`src/rtl/apb_coeff_regfile.sv`:
```
// APB3 configuration slave for the DFE filter array: shadow/active coefficient banks
// with frame-aligned or immediate commit, direct control registers and W1C status.
module apb_coeff_regfile #(
  parameter int ADDR_WIDTH  = 7,
  parameter int PDATA_WIDTH = 32,
  parameter int COEFF_WIDTH = 20,
  parameter int N_TAP       = 72,
  parameter int NUM_DENUM   = 5,
  parameter int N_FILT      = 6,
  parameter int WAIT_STATES = 1
) (
  input  logic                         clk,
  input  logic                         rst,
  input  logic                         PSEL,
  input  logic                         PENABLE,
  input  logic                         PWRITE,
  input  logic [ADDR_WIDTH-1:0]        PADDR,
  input  logic [PDATA_WIDTH-1:0]       PWDATA,
  output logic [PDATA_WIDTH-1:0]       PRDATA,
  output logic                         PREADY,
  output logic                         PSLVERR,
  input  logic                         frame_strobe,
  input  logic [N_FILT-1:0]            ovf_in,
  input  logic [N_FILT-1:0]            udf_in,
  output logic [N_TAP*COEFF_WIDTH-1:0] FRAC_DECI_OUT,
  output logic                         FRAC_DECI_VLD,
  output logic [NUM_DENUM*COEFF_WIDTH-1:0] IIR_OUT,
  output logic                         IIR_VLD,
  output logic [4:0]                   CIC_R_OUT,
  output logic                         CIC_R_VLD,
  output logic [N_FILT-1:0]            CTRL_OUT,
  output logic [1:0]                   OUT_SEL
);

  localparam int TAP_IW = (N_TAP > 1) ? $clog2(N_TAP) : 1;
  localparam int IIR_IW = (NUM_DENUM > 1) ? $clog2(NUM_DENUM) : 1;
  localparam logic [ADDR_WIDTH-1:0] A_IIR    = ADDR_WIDTH'(N_TAP);
  localparam logic [ADDR_WIDTH-1:0] A_CIC    = ADDR_WIDTH'(N_TAP + NUM_DENUM);
  localparam logic [ADDR_WIDTH-1:0] A_CTRL   = ADDR_WIDTH'(N_TAP + NUM_DENUM + 1);
  localparam logic [ADDR_WIDTH-1:0] A_OUTSEL = ADDR_WIDTH'(N_TAP + NUM_DENUM + 2);
  localparam logic [ADDR_WIDTH-1:0] A_COMMIT = ADDR_WIDTH'(N_TAP + NUM_DENUM + 3);
  localparam logic [ADDR_WIDTH-1:0] A_STATUS = ADDR_WIDTH'(N_TAP + NUM_DENUM + 4);

  typedef enum logic [1:0] {S_IDLE, S_SETUP, S_ACCESS} state_t;

  state_t                   state_reg;
  logic [1:0]               wait_cnt_reg;
  logic                     pready_reg;
  logic                     pslverr_reg;
  logic [PDATA_WIDTH-1:0]   prdata_reg;

  logic [COEFF_WIDTH-1:0]   frac_shadow_reg [N_TAP];
  logic [COEFF_WIDTH-1:0]   frac_active_reg [N_TAP];
  logic [COEFF_WIDTH-1:0]   iir_shadow_reg  [NUM_DENUM];
  logic [COEFF_WIDTH-1:0]   iir_active_reg  [NUM_DENUM];
  logic [4:0]               cic_shadow_reg;
  logic [4:0]               cic_active_reg;
  logic [N_FILT-1:0]        ctrl_reg;
  logic [1:0]               out_sel_reg;
  logic                     pending_reg;
  logic [2*N_FILT-1:0]      status_reg;
  logic                     vld_reg;

  logic                     mapped;
  logic                     finish;
  logic                     wr_en;
  logic                     commit_now;
  logic                     commit_frame;
  logic                     copy;
  logic [2*N_FILT-1:0]      status_clr;
  logic [PDATA_WIDTH-1:0]   rdata;
  logic                     unused_pwdata;

  function automatic logic [PDATA_WIDTH-1:0] sext(input logic [COEFF_WIDTH-1:0] c);
    return {{(PDATA_WIDTH-COEFF_WIDTH){c[COEFF_WIDTH-1]}}, c};
  endfunction

  assign mapped = (PADDR <= A_STATUS);
  // finish marks the edge after which PREADY is high for one cycle
  assign finish = PSEL && (
      (state_reg == S_SETUP && PENABLE && WAIT_STATES == 0) ||
      (state_reg == S_ACCESS && !pready_reg && wait_cnt_reg == 2'd1));
  assign wr_en        = (state_reg == S_ACCESS) && pready_reg && PSEL && PWRITE && mapped;
  assign commit_now   = wr_en && (PADDR == A_COMMIT) && PWDATA[1];
  assign commit_frame = wr_en && (PADDR == A_COMMIT) && PWDATA[0];
  assign copy         = commit_now || (pending_reg && frame_strobe);
  assign status_clr   = (wr_en && PADDR == A_STATUS) ? PWDATA[2*N_FILT-1:0] : '0;
  assign unused_pwdata = ^PWDATA[PDATA_WIDTH-1:COEFF_WIDTH];

  always_comb begin
    rdata = '0;
    if (PADDR < A_IIR) begin
      rdata = sext(frac_shadow_reg[PADDR[TAP_IW-1:0]]);
    end else if (PADDR < A_CIC) begin
      rdata = sext(iir_shadow_reg[IIR_IW'(PADDR - A_IIR)]);
    end else begin
      case (PADDR)
        A_CIC:    rdata[4:0]          = cic_shadow_reg;
        A_CTRL:   rdata[N_FILT-1:0]   = ctrl_reg;
        A_OUTSEL: rdata[1:0]          = out_sel_reg;
        A_COMMIT: rdata[0]            = pending_reg;
        A_STATUS: rdata[2*N_FILT-1:0] = status_reg;
        default:  rdata = '0;
      endcase
    end
  end

  always_ff @(posedge clk) begin
    if (rst) begin
      state_reg    <= S_IDLE;
      wait_cnt_reg <= 2'd0;
      pready_reg   <= 1'b0;
      pslverr_reg  <= 1'b0;
      prdata_reg   <= '0;
    end else begin
      pready_reg  <= finish;
      pslverr_reg <= finish && !mapped;
      prdata_reg  <= (finish && !PWRITE && mapped) ? rdata : '0;
      case (state_reg)
        S_IDLE: begin
          if (PSEL && !PENABLE) state_reg <= S_SETUP;
        end
        S_SETUP: begin
          if (!PSEL) begin
            state_reg <= S_IDLE;
          end else if (PENABLE) begin
            state_reg    <= S_ACCESS;
            wait_cnt_reg <= 2'(WAIT_STATES);
          end
        end
        S_ACCESS: begin
          if (pready_reg) begin
            state_reg <= (PSEL && !PENABLE) ? S_SETUP : S_IDLE;
          end else if (!PSEL) begin
            state_reg <= S_IDLE;
          end else if (wait_cnt_reg != 2'd0) begin
            wait_cnt_reg <= wait_cnt_reg - 2'd1;
          end
        end
        default: state_reg <= S_IDLE;
      endcase
    end
  end

  // Copy samples the shadow value before any same-cycle write lands
  always_ff @(posedge clk) begin
    if (rst) begin
      for (int i = 0; i < N_TAP; i++) begin
        frac_shadow_reg[i] <= '0;
        frac_active_reg[i] <= '0;
      end
      for (int i = 0; i < NUM_DENUM; i++) begin
        iir_shadow_reg[i] <= '0;
        iir_active_reg[i] <= '0;
      end
      cic_shadow_reg <= '0;
      cic_active_reg <= '0;
    end else begin
      for (int i = 0; i < N_TAP; i++) begin
        if (copy) frac_active_reg[i] <= frac_shadow_reg[i];
        if (wr_en && PADDR == ADDR_WIDTH'(i)) frac_shadow_reg[i] <= PWDATA[COEFF_WIDTH-1:0];
      end
      for (int i = 0; i < NUM_DENUM; i++) begin
        if (copy) iir_active_reg[i] <= iir_shadow_reg[i];
        if (wr_en && PADDR == A_IIR + ADDR_WIDTH'(i)) iir_shadow_reg[i] <= PWDATA[COEFF_WIDTH-1:0];
      end
      if (copy) cic_active_reg <= cic_shadow_reg;
      if (wr_en && PADDR == A_CIC) cic_shadow_reg <= PWDATA[4:0];
    end
  end

  always_ff @(posedge clk) begin
    if (rst) begin
      ctrl_reg    <= '0;
      out_sel_reg <= '0;
      pending_reg <= 1'b0;
      status_reg  <= '0;
      vld_reg     <= 1'b0;
    end else begin
      vld_reg <= copy;
      if (wr_en && PADDR == A_CTRL)   ctrl_reg    <= PWDATA[N_FILT-1:0];
      if (wr_en && PADDR == A_OUTSEL) out_sel_reg <= PWDATA[1:0];
      if (commit_now)        pending_reg <= 1'b0;
      else if (commit_frame) pending_reg <= 1'b1;
      else if (copy)         pending_reg <= 1'b0;
      // a new event outranks a simultaneous clear
      status_reg <= (status_reg & ~status_clr) | {udf_in, ovf_in};
    end
  end

  for (genvar gi = 0; gi < N_TAP; gi++) begin : g_frac_out
    assign FRAC_DECI_OUT[gi*COEFF_WIDTH +: COEFF_WIDTH] = frac_active_reg[gi];
  end
  for (genvar gi = 0; gi < NUM_DENUM; gi++) begin : g_iir_out
    assign IIR_OUT[gi*COEFF_WIDTH +: COEFF_WIDTH] = iir_active_reg[gi];
  end

  assign PRDATA        = prdata_reg;
  assign PREADY        = pready_reg;
  assign PSLVERR       = pslverr_reg;
  assign FRAC_DECI_VLD = vld_reg;
  assign IIR_VLD       = vld_reg;
  assign CIC_R_VLD     = vld_reg;
  assign CIC_R_OUT     = cic_active_reg;
  assign CTRL_OUT      = ctrl_reg;
  assign OUT_SEL       = out_sel_reg;

endmodule
```
`config.mk`:
```
export PLATFORM = sky130hd
export DESIGN_NAME = apb_coeff_regfile
export DESIGN_NICKNAME = d
export VERILOG_FILES = /design/src/rtl/apb_coeff_regfile.sv
export SDC_FILE = /design/constraint.sdc
export NUM_CORES = 2
export LEC_CHECK = 0
export BUFFER_PORTS_ARGS = -buffer_cell sky130_fd_sc_hd__buf_2
export CORE_AREA = 2 2 646 648
export CTS_CLUSTER_DIAMETER = 80
export DETAILED_ROUTE_END_ITERATION = 12
export DIE_AREA = 0 0 648 650
export HOLD_SLACK_MARGIN = 0.15
export SLEW_MARGIN = 20
export SYNTH_ARGS = -nofsm -noshare
export SYNTH_HDL_FRONTEND = slang
export SYNTH_SLANG_ARGS = --single-unit
```
`constraint.sdc`:
```
create_clock -name clk -period 99.8 [get_ports clk]
set_input_delay 0 -clock clk [delete_from_list [all_inputs] [get_ports clk]]
set_output_delay 0 -clock clk [all_outputs]
set_load 0.02 [all_outputs]
```
==> out/results.ini <==
[status]
run_status = finished clean

[yosys]
synth_nets = 8013
synth_async_sr_flop_share = 0
synth.cell_area_sq_um = 126000
ys_seq_elements = 3138
yosysWarnings = 0
synth.lib_cells_used.distinct = 68
yosys_most_used_dff = edfxtp_1
syn_inst = 7954
synth-edff-count = 3080
ys_seq_area_frac = 0.745
post_synth.cell_area_avg_sq_um = 15.8

[cells_and_area]
finalCoreUtilization = 0.365
synthToLayoutAreaGrowth_pct = 20.5
final_layout_size_suffix_gt1_frac = 0.276
n_fill_cell = 39200
layout.cells.most_common_list = edfxtp_1 (3080), buf_2 (1627), and2_1 (1445)
num-nets-final = 9671
final_design_area_no_fill_sq_um = 151000
layout_commonest_cell = edfxtp_1

[cts]
cts.sink_count = 3138
tritoncts_clock_tree = yes
cts_root_buffer = clkbuf_16
ctsLongestPathBuffers = 4
postCtsSetupBuffers = 0
cts-buffers-inserted = 339
worst_setup_hold_path_clk_slew_ns = 0.06
clock_latency_ns = 0.99
cts_htree_levels = 5

[timing]
report.final.setup_viol = 0
max_freq_ghz = 0.123
hold-worst-slack_ns = 0.204
worst_pin_slew_ns = 1.35
timing.final.max_slew_violations = 0
grt_setup_unrepaired = false
final.period_utilization = 0.0812
maxSlewHeadroom = 0.0982
finalWorstPathRequiredPeriod_ns = 8.10
timing.final.hold_violations = 0
worst_clock_skew_ns = 0.105
fin_tns_setup_ns = 0

[drt]
dr.max_layer_used = met5
routed-wl-met3_mm = 48.1
routed_wire_length_per_instance_um = 35.4
drt.antenna.violating_nets = 0
wl_met1_mm = 204
totalWireLength_mm = 545
route.vias.total = 78600
drtPass1Iterations = 6
detail_route.vias_per_cell = 5.10
drt-initial-drc-count = 11100
wl_met2_mm = 263
drcViolationCount = 0

[placed_design]
buffer_ports.inserted = 1634
gp_congestion = 0.876
placed_area_sq_um = 140000
dp.final_hpwl_mm = 396

[worst_setup_path]
cp_max_fo = 80
register_to_register_setup_slack_ns = 91.70
setup.worst_path.end_class = register
cp-endpoint = frac_active_reg[0][667]$_SDFFCE_PN0P_
critical_path.reg2reg.endpoint = frac_active_reg[0][667]$_SDFFCE_PN0P_
critPathArrivalTime_ns = 8.67
setup.worst_path.start = state_reg[0]$_SDFFE_PP0P_
worst-endpoint-required_ns = 100.37
reg2reg_depth = 12
timing.rr.start = state_reg[0]$_SDFFE_PP0P_
crit_path_start_kind = register
setup.worst_path.class = reg2reg

[global_route]
first_global_vias = 74100
all_layer_gr_usage = 0.250
grt_max_degree = 264
grt_antenna_before_repair = 93
grt_remaining_overflow = 0
grt_first_pass_wirelength_mm = 702

[pwr]
total_power_mw = 2.97
cellLeakagePower_nw = 57.7
powerDensity_nw_per_um2 = 19.6
maximum_vdd_drop_mv = 0.0156

[die]
pin_count = 1647
core_region_area_sq_um = 415000
initial_core_util = 0.303
dieArea_sq_um = 421000
chipHeight_um = 650
fp-row-count = 237
die_w_um = 648

[run]
maxCapViolCount = 0

[min_path]
hold_path_class = in2reg

==> worst max-delay path: stages, from the launching register on <==
cell	delay, ns
dfxtp_1	0.33
and2b_1	0.27
nand4_4	0.54
nor4_2	0.50
or2_2	0.18
a21oi_1	0.16
inv_8	0.50
buf_4	0.79
buf_4	0.87
buf_4	0.74
buf_4	0.84
buf_4	0.92
buf_6	0.71
==> layer usage <==
layer,vias up,GRT usage
met5,-,0
met4,36,0.114
met2,4741,0.415
li1,32000,-
met1,40900,0.317
met3,846,0.0489
==> what timing repair did <==
action / CTS / global route
gates resized for setup: 0 / 0
endpoints found under the hold margin: 960 / 0
hold buffers: 96 / 0
==> synth_stat cells, drive strengths merged, types with 2 or more instances <==
cell	n	area (sq um)
a2111oi	13	120
a211oi	16	120
a21o	11	82.6
a21oi	38	190
a221oi	2	17.5
a22o	18	158
a22oi	108	811
a31oi	2	12.5
a41oi	7	61.3
and2	1447	9050
and2b	4	30.0
and3	4	25.0
buf	313	2120
clkbuf	318	1200
dfxtp	58	1160
edfxtp	3080	92500
ha	2	25.0
inv	27	101
mux2	5	56.3
mux2i	235	2350
mux4	314	7170
nand2	123	467
nand2b	103	644
nand3	51	255
nand3b	4	30.0
nand4	7	58.8
nor2	1398	5260
nor2b	129	807
nor3	22	163
o2111ai	3	26.3
o211ai	2	15.0
o21ai	35	175
o22ai	30	188
o311ai	3	26.3
o31ai	2	15.0
or2	5	31.3
==> power by group <==
group / total [mW] / leakage, nW / switching, mW / internal, mW
Combinational: 0.209 / 20.3 / 0.156 / 0.0530
Clock: 1.23 / 5.21 / 0.552 / 0.681
Sequential: 1.53 / 32.2 / 0.0332 / 1.49
==> stage by stage <==
step           setup slack, ns  instances
2_1_floorplan            67.14       7954
4_1_cts                  91.42      15400
5_1_grt                  91.28      15400
6_report                 91.70      15400
3_5_place_dp             91.40      14700
3_3_place_gp             91.50      14700
==> how the worst min path moves through the flow <==
stage,slack [ns],end,startpoint,depth (start not counted)
finish,0.20,CTRL_OUT[5]$_SDFFE_PP0P_,PWDATA[5],4
global route,0.20,iir_shadow_reg[4][12]$_DFFE_PP_,PWDATA[12],3
CTS,0.15,CTRL_OUT[0]$_SDFFE_PP0P_,PWDATA[0],4
detailed placement,0.19,state_reg[0]$_SDFFE_PP0P_,PENABLE,2
global placement,0.19,state_reg[0]$_SDFFE_PP0P_,PENABLE,2
floorplan,0.07,state_reg[0]$_SDFFE_PP0P_,PENABLE,1
==> logic make-up (layout without fill, tap and decap cells) <==
logic type,count (synthesis),after routing,share of synthesized area
AND/OR/NAND/NOR,3302,3302,0.134
multiplexers,554,554,0.0762
buffers and inverters,658,2594,0.0272
other,0,32,0
AO/OA/AOI/OAI,300,300,0.0168
adder cells (fa/ha/maj),2,2,0.000199
flip-flops,3138,3138,0.745
==> final cells by class <==
cell class,count,area (sq um),share of cell area
Sequential cell,3138,93600,0.618
Multi-Input combinational cell,4158,29100,0.192
Timing Repair Buffer,1948,11000,0.0724
Clock buffer,416,8880,0.0587
Tap cell,5497,6880,0.0454
Clock inverter,203,1810,0.0120
Inverter,27,109,0.000719
Antenna cell,32,80.1,0.000529
Power figures use the tool's default switching activity.
